$ cat config.mk
export PLATFORM = sky130hd
export DESIGN_NAME = matmul_host_driver
export DESIGN_NICKNAME = d
export VERILOG_FILES = /design/src/rtl/matmul_host_driver.sv
export SDC_FILE = /design/constraint.sdc
export NUM_CORES = 1
export LEC_CHECK = 0
export BUFFER_PORTS_ARGS = -buffer_cell sky130_fd_sc_hd__buf_2
export CAP_MARGIN = 20
export CORE_UTILIZATION = 25
export CTS_CLUSTER_DIAMETER = 50
export DETAILED_ROUTE_END_ITERATION = 16
export PLACE_DENSITY = 0.47
export SLEW_MARGIN = 40
export SYNTH_ARGS = -nofsm -noshare
export SYNTH_HDL_FRONTEND = slang
export SYNTH_SLANG_ARGS = --single-unit
$ cat constraint.sdc
create_clock -name clk -period 2.26 [get_ports clk]
set_input_delay 0.565 -clock clk [delete_from_list [all_inputs] [get_ports clk]]
set_output_delay 0.565 -clock clk [all_outputs]
set_load 0.01 [all_outputs]
$ cat src/rtl/matmul_host_driver.sv
// Host-side byte-stream driver for a 2x2 matrix multiplier with 2-bit operand fields.
// It collects A and B, range-checks them, drives the multiplier, then returns the result lo byte and then the hi byte.
module matmul_host_driver #(
    parameter int unsigned LATENCY = 2
) (
    input  logic       clk,
    input  logic       reset,
    input  logic       in_valid,
    output logic       in_ready,
    input  logic [7:0] in_data,
    output logic [7:0] mm_a,
    output logic [7:0] mm_b,
    output logic       mm_ena,
    input  logic [7:0] mm_res_lo,
    input  logic [7:0] mm_res_hi,
    output logic       out_valid,
    input  logic       out_ready,
    output logic [7:0] out_data,
    output logic       err,
    output logic [7:0] txn_count
);

    localparam int unsigned   CW        = $clog2(LATENCY + 1) + 1;
    localparam logic [CW-1:0] LAST_WAIT = CW'(LATENCY);

    typedef enum logic [2:0] {
        LOAD_A,
        LOAD_B,
        CHECK,
        DRIVE,
        SEND_LO,
        SEND_HI
    } state_t;

    state_t r_state;
    state_t w_next;

    logic [7:0]    r_a;
    logic [7:0]    r_b;
    logic [7:0]    r_mm_a;
    logic [7:0]    r_mm_b;
    logic [7:0]    r_res_lo;
    logic [7:0]    r_res_hi;
    logic [7:0]    r_txn;
    logic [CW-1:0] r_wait;
    logic          w_range_err;
    logic          w_wait_done;

    // A field value of 3 is outside the operand range the multiplier is fed with.
    function automatic logic has_field3(input logic [7:0] x);
        logic hit;
        hit = 1'b0;
        for (int unsigned i = 0; i < 4; i++) begin
            if (x[2*i +: 2] == 2'b11) begin
                hit = 1'b1;
            end
        end
        return hit;
    endfunction

    assign w_range_err = has_field3(r_a) | has_field3(r_b);
    assign w_wait_done = (r_wait == LAST_WAIT);

    assign mm_a      = r_mm_a;
    assign mm_b      = r_mm_b;
    assign txn_count = r_txn;

    always_ff @(posedge clk) begin
        if (reset) begin
            r_state <= LOAD_A;
        end else begin
            r_state <= w_next;
        end
    end

    always_comb begin
        w_next    = r_state;
        in_ready  = 1'b0;
        mm_ena    = 1'b0;
        out_valid = 1'b0;
        out_data  = '0;
        err       = 1'b0;
        case (r_state)
            LOAD_A: begin
                in_ready = 1'b1;
                if (in_valid) begin
                    w_next = LOAD_B;
                end
            end
            LOAD_B: begin
                in_ready = 1'b1;
                if (in_valid) begin
                    w_next = CHECK;
                end
            end
            CHECK: begin
                err    = w_range_err;
                w_next = w_range_err ? LOAD_A : DRIVE;
            end
            DRIVE: begin
                mm_ena = 1'b1;
                if (w_wait_done) begin
                    w_next = SEND_LO;
                end
            end
            SEND_LO: begin
                out_valid = 1'b1;
                out_data  = r_res_lo;
                if (out_ready) begin
                    w_next = SEND_HI;
                end
            end
            SEND_HI: begin
                out_valid = 1'b1;
                out_data  = r_res_hi;
                if (out_ready) begin
                    w_next = LOAD_A;
                end
            end
            default: w_next = LOAD_A;
        endcase
    end

    always_ff @(posedge clk) begin
        if (reset) begin
            r_a      <= '0;
            r_b      <= '0;
            r_mm_a   <= '0;
            r_mm_b   <= '0;
            r_res_lo <= '0;
            r_res_hi <= '0;
            r_txn    <= '0;
            r_wait   <= '0;
        end else begin
            case (r_state)
                LOAD_A: if (in_valid) r_a <= in_data;
                LOAD_B: if (in_valid) r_b <= in_data;
                CHECK: begin
                    if (!w_range_err) begin
                        r_mm_a <= r_a;
                        r_mm_b <= r_b;
                        r_wait <= '0;
                    end
                end
                DRIVE: begin
                    // Results are sampled on the final enabled edge, after LATENCY pipeline stages have filled.
                    if (w_wait_done) begin
                        r_res_lo <= mm_res_lo;
                        r_res_hi <= mm_res_hi;
                    end else begin
                        r_wait <= r_wait + 1'b1;
                    end
                end
                SEND_HI: if (out_ready) r_txn <= r_txn + 8'd1;
                default: ;
            endcase
        end
    end

endmodule

==> results of run 1 <==
==> power by group <==
group	leakage, nW	switching, mW	internal (mW)
sequential	0.502	0.0268	1.12
combinational	0.720	0.134	0.0900
clock	0.0955	0.446	0.540
==> state kept, by name (all words and copies together) (netlist names) <==
| signal | count |
|---|---|
| r_res_lo | 8 |
| mm_a | 8 |
| r_wait | 3 |
| r_state | 3 |
| r_b | 8 |
| r_res_hi | 8 |
| txn_count | 8 |
| mm_b | 8 |
| r_a | 8 |
==> per-stage QoR <==
| step | area [sq um] | worst slack (ns) | hold WS (ns) | util [%] |
|---|---|---|---|---|
| floorplan | 2740 | 0.477 | 0.436 | - |
| global placement | 3150 | 0.448 | 0.442 | 30.1 |
| detailed placement | 3150 | 0.407 | 0.449 | 30.1 |
| CTS | 3350 | 0.0465 | 0.445 | 32.0 |
| global route | 3350 | 0.0214 | 0.451 | 32.0 |
| finish | 3350 | 0.181 | 0.456 | 32.0 |
==> area by class of cell <==
cell class / count / area [sq um]
inverters: 2 / 7.51
multi-input cells: 240 / 1360
clock inverters: 5 / 58.8
flip-flops and latches: 62 / 1240
well taps: 136 / 170
fillers: 1186 / 7110
clock buffers: 11 / 141
repair buffers: 69 / 373
==> placed cells by master (no fill, tap or decap), types with 2 or more instances in the layout <==
master and count:
buf_2 63, dfxtp_1 61, nand2_1 51, nor2_1 31, a21oi_1 28, o21ai_0 22
nand2b_1 20, mux2i_1 18, nor2b_1 17, o21ai_1 11, clkbuf_8 10, xor2_1 6
a22oi_1 5, nand3_1 5, buf_4 5, nand4_1 3, ha_1 3, inv_1 2
and3b_1 2, nor3b_1 2, nand3b_1 2, clkinvlp_4 2
==> repair_timing <==
action	in CTS	in global routing
buffers inserted	0	0
setup endpoints to repair	0	1
gates resized for setup	0	1
==> worst max path at each step <==
stage / start / end / slack (ns)
2_1_floorplan: r_a[1] / err / 0.48
3_3_place_gp: r_state[1] / r_state[1] / 0.45
3_5_place_dp: r_state[1] / r_state[0] / 0.41
4_1_cts: r_state[1] / err / 0.05
5_1_grt: r_b[5] / err / 0.02
6_report: r_state[1] / err / 0.18
==> cell families after synthesis <==
family,after synthesis,synth area share (%)
buffers and inverters,28,5.07
adder cells (fa/ha/maj),3,1.37
AND/OR/NAND/NOR,141,25.1
AO/OA/AOI/OAI,71,14.3
multiplexers,18,6.58
flip-flops,62,45.3
XOR/XNOR,7,2.24
==> metal layers <==
metal | up-vias | part of all wire (%)
met5 | - | 0
met4 | 0 | 1.8
met3 | 7 | 5.2
met2 | 55 | 43
met1 | 1072 | 50
li1 | 1214 | -
==> critical path: stages, from the launching register on <==
cell and delay [ns]:
dfxtp_2 0.42, or3b_1 0.44, nor2b_1 0.18, buf_2 0.16
==> flow_summary_export.csv, run 1 <==
group,metric,value,unit
synth,yosys_warnings,0,
detailed_routing,dr_total_vias,2348,
detailed_routing,antenna_left,0,
detailed_routing,wl_per_cell,13.1,um
critical_path,critPathCaptureType,"output port",
synth,synthDominantCellAreaShare,45.3,%
critical_path,worstSetupPathType,"reg2out",
timing,worst_pin_slew,0.692,ns
critical_path,critPathLaunchType,"flip-flop",
clocking,cts_tree,"done",
global_routing,grt_pass1_vias,2207,
global_routing,grtUsageMet2,18.8,%
detailed_routing,drt-total-wl,6860,um
synth,yosysSeqAreaShare,45.3,%
global_routing,met3_usage,3.22,%
critical_path,crit_fanout,11,
synth,syn-num-nets,361,
die,floorplan.die.height,107,um
critical_path,arrival,1.51,ns
final_layout,layoutNonFillerInstCount,525,
synth,avgSynthCellArea,8.30,sq um
power_and_ir_drop,ir_worst_vdd,0.381,mV
clocking,cts_hold_buffers,0,
synth,yosysTopAreaCell,"dfxtp_1",
clocking,clk_latency,0.33,ns
die,die-area,11400,sq um
clocking,cts_root_buf,"clkbuf_8",
clocking,cts.sinks,62,
global_routing,antenna_found_initial,0,
detailed_routing,drtPass1Iterations,4,
min_path,hold_class,"reg2reg",
synth,synth-main-ff-cell,"dfxtp_1",
synth,async_flop_share,0,%
critical_path,regToRegSetupSlack,0.47,ns
timing,clock.fmax,0.481,GHz
timing,finalHoldViolations,0,
power_and_ir_drop,p_leak,1.32,nW
die,ioPinCount,64,
final_layout,layout.nets,415,
global_routing,top_usage_layer,"met2",
critical_path,reg2regPathDepth,3,
power_and_ir_drop,cellPowerDensity,704,nW/um^2
synth,synth.most_common_cell,"dfxtp_1",
placement,gp_congestion,0.701,
global_routing,grt.overflow.total,0,
detailed_routing,drt_iter0_drc,90,
run,max_cap_violations,0,
die,fp.coreArea,10500,sq um
critical_path,r2r-start,"r_state[1]",
timing,fin_crit,2.08,ns
timing,setup_tns,0,ns
min_path,hold-path-endpoint,"r_res_hi[7]",
timing,rsz0062_at_grt,"no",
detailed_routing,drc,0,
die,die_x,107,um
critical_path,r2r-end,"r_state[0]",
clocking,cts.clk_slew.worst_paths,0.06,ns
die,initial_core_util,26.2,%
timing,slew_headroom,53.9,%
global_routing,grtUsageTotal,12.7,%
timing,period_share,92.0,%
placement,dp_hpwl,4690,um
power_and_ir_drop,finalPower,2.36,mW
min_path,min_from,"r_res_hi[7]",
outcome,status,"finished, final reports clean",
global_routing,grt_pass1_wl,11200,um
synth,ys_ff_latch,62,
timing,maxSlewViolCount,0,
clocking,numCtsBuffers,9,
final_layout,layout-drive-gt1-share,22.4,%
final_layout,diodes,0,
synth,synth-edff-count,0,
detailed_routing,vias_per_cell,4.47,
placement,dp.cells,509,
synth,syn_area,2740,sq um
clocking,htreeDepth,3,
synth,synth_area_leaders,"dfxtp_1 45%, nand2_1 7.0%, mux2i_1 6.6%",
synth,synth_commonest_cells,"62 x dfxtp_1, 51 x nand2_1, 31 x nor2_1",
global_routing,grt_max_degree,49,
final_layout,area_growth_syn_to_layout,22.4,%
clocking,cts_buffer_depth,2,
placement,portBuffers,63,
timing,fin_skew,0.0137,ns
synth,yosysUniqueCellTypes,37,
synth,syn_inst,330,
die,num_rows,37,
timing,setup_viol_count_final,0,
min_path,min_path_cells,2,
critical_path,worstPathRequired,1.69,ns
global_routing,gr-usage-met1,17.3,%
(Power assumes the default switching activity.)
==> run 2, diff against run 1 <==
==> constraint.sdc (replaced) <==
create_clock -name clk -period 2.26 [get_ports clk]
set_input_delay 0 -clock clk [delete_from_list [all_inputs] [get_ports clk]]
set_output_delay 0 -clock clk [all_outputs]
set_load 0.01 [all_outputs]
==> run 2 against run 1 <==
Compared with the run above: non-clock buffer count grew 24; highest routed layer unchanged; die area is the same; core utilization grew 2.4 points; sequential power is essentially flat; critical path depth grew 1; cell count grew 4.6%; register-to-register slack lost 0.03 ns; design area grew 7.4%; via count grew 4.3%; global-route usage is essentially flat; maximum frequency grew 14%; worst setup slack gained 0.26 ns.
==> flow_summary_export.csv, run 2 (synthesized netlist as in run 1, its figures left out) <==
group,metric,value,unit
outcome,status,"finished, final reports clean",
die,fp.coreArea,10500,sq um
power_and_ir_drop,cellPowerDensity,672,nW/um^2
clocking,htreeDepth,3,
critical_path,critPathLaunchType,"flip-flop",
critical_path,crit_start,"r_state[1]",
timing,fin_crit,1.82,ns
critical_path,crit_fanout,16,
critical_path,critPathCaptureType,"flip-flop",
timing,setup_tns,0,ns
critical_path,worstPathCellList,"and3b_1 -> and3b_1 -> nand2_1 -> a21oi_1",
critical_path,regToRegSetupSlack,0.44,ns
die,num_rows,37,
die,initial_core_util,26.2,%
die,floorplan.die.height,107,um
timing,slew_headroom,54.1,%
detailed_routing,drt_iter0_drc,58,
timing,rsz0062_at_grt,"no",
clocking,cts.sinks,62,
critical_path,cpPeakStageDelay,0.61,ns
critical_path,worst-path-buf-inv,0,
detailed_routing,drt-total-wl,6880,um
critical_path,crit_top_cell,"and3b_1",
timing,fin_skew,0.0119,ns
critical_path,worstSetupPathType,"reg2reg",
timing,clock.fmax,0.551,GHz
global_routing,antenna_found_initial,0,
critical_path,worstPathRequired,2.54,ns
final_layout,multi_input_area,1360,sq um
power_and_ir_drop,p_leak,1.42,nW
clocking,cts_tree,"done",
power_and_ir_drop,p_sw_share,26.3,%
die,ioPinCount,64,
final_layout,fillers,1158,
clocking,clk_latency,0.35,ns
final_layout,layout-drive-gt1-share,20.8,%
detailed_routing,wl_per_cell,12.5,um
power_and_ir_drop,intPower,1.78,mW
global_routing,grt_pass1_vias,2256,
global_routing,grt_max_degree,80,
global_routing,grt.overflow.total,0,
final_layout,mostFrequentLayoutCells,"63 x buf_2, 62 x dfxtp_1, 51 x nand2_1",
clocking,cts_buffer_depth,2,
placement,gp_congestion,0.723,
detailed_routing,dr_total_vias,2449,
timing,worst_pin_slew,0.689,ns
final_layout,diodes,0,
critical_path,cp_slowest_cell,"and3b_1",
critical_path,r2r-start,"r_state[1]",
die,die_x,107,um
timing,period_share,80.3,%
clocking,post_cts_buffers,0,
clocking,numCtsBuffers,9,
timing,finalHoldViolations,0,
clocking,cts_root_buf,"clkbuf_8",
global_routing,grtUsageTotal,12.7,%
final_layout,seqCellArea,1240,sq um
power_and_ir_drop,comb_power_share,10.5,%
clocking,cts.clk_slew.worst_paths,0.08,ns
placement,portBuffers,63,
detailed_routing,drtPass1Iterations,4,
timing,setup_viol_count_final,0,
die,die-area,11400,sq um
timing,maxSlewViolCount,0,
placement,dp_hpwl,4430,um
timing,fin_ws,0.444,ns
power_and_ir_drop,switchingPower,0.636,mW
min_path,hold_class,"in2reg",
detailed_routing,vias_per_cell,4.46,
placement,post-place-ws,0.451,ns
run,max_cap_violations,0,
power_and_ir_drop,seq_power_share,47.5,%
detailed_routing,antenna_left,0,
final_layout,area_growth_syn_to_layout,31.4,%
power_and_ir_drop,clkPwrFrac,42.0,%
critical_path,arrival,2.09,ns
power_and_ir_drop,ir_worst_vdd,0.215,mV
final_layout,layout_commonest_cell,"buf_2",
detailed_routing,drc,0,
critical_path,cp_top_family,"simple AND/OR/NAND/NOR gates",
global_routing,grt_pass1_wl,11100,um
min_path,min_from,"in_valid",
final_layout,layout.nets,439,
run 2: changes by cell type in the layout (fill, tap and decap cells not counted):
cell	before	now
dfxtp_2	1	0
clkinvlp_4	2	1
buf_4	5	4
dlygate4sd3_1	0	25
clkbuf_1	1	0
clkinv_4	1	2
dfxtp_1	61	62
inv_6	0	1
run 2: path summary, 6_finish.rpt:
check,to,cells past startpoint
worst max-delay path,r_res_lo[4],4
worst min-delay path,r_state[1],3
worst max register to register,r_res_lo[4],4
worst min register to register,r_res_lo[6],2
run 2: power by group through the flow:
stage                     registers, mW  logic (mW)  clock network, mW
after detailed placement           1.17       0.224                  0
final                              1.15       0.254               1.02
after floorplan                    1.16       0.158                  0
after global routing               1.15       0.281               1.11
after global placement             1.17       0.225                  0
after CTS                          1.15       0.257               1.05
run 2: what timing repair did:
item,in CTS,in global routing
gates resized for setup,0,0
hold buffers,25,0
hold endpoints to repair,33,0
run 2: area by class of cell:
cell class	instances	area share [%]
clock inverter	6	1.91
timing repair buffer	93	17.1
clock buffer	10	3.82
sequential	62	34.5
inverter	2	0.209
multi-input combinational	240	37.7
tap	136	4.73
run 2: worst reg2reg max path: cells and delay by family, from the launching register on:
kind               cells  cell delay, ns
and+or+nand+nor        3            1.12
AOI/OAI and AO/OA      1            0.15
DFF                    1            0.49
run 2: per-layer routing:
| metal | global-route usage (%) | up-vias | wire [um] |
|---|---|---|---|
| li1 | - | 1253 | - |
| met1 | 16.9 | 1134 | 3470 |
| met2 | 19.0 | 54 | 2980 |
| met3 | 4.07 | 8 | 333 |
| met4 | 4.70 | 0 | 100 |
| met5 | 0 | - | 0 |
run 2: metrics by stage:
stage	hold WS [ns]	util [%]	power, mW	instance area, sq um	std cells
after floorplan	0.136	-	1.32	2740	330
after global placement	0.243	30.0	1.40	3140	508
after detailed placement	0.251	30.0	1.40	3140	508
after CTS	0.0147	34.4	2.46	3600	549
after global routing	0.0436	34.4	2.55	3600	549
final	0.0314	34.4	2.42	3600	549
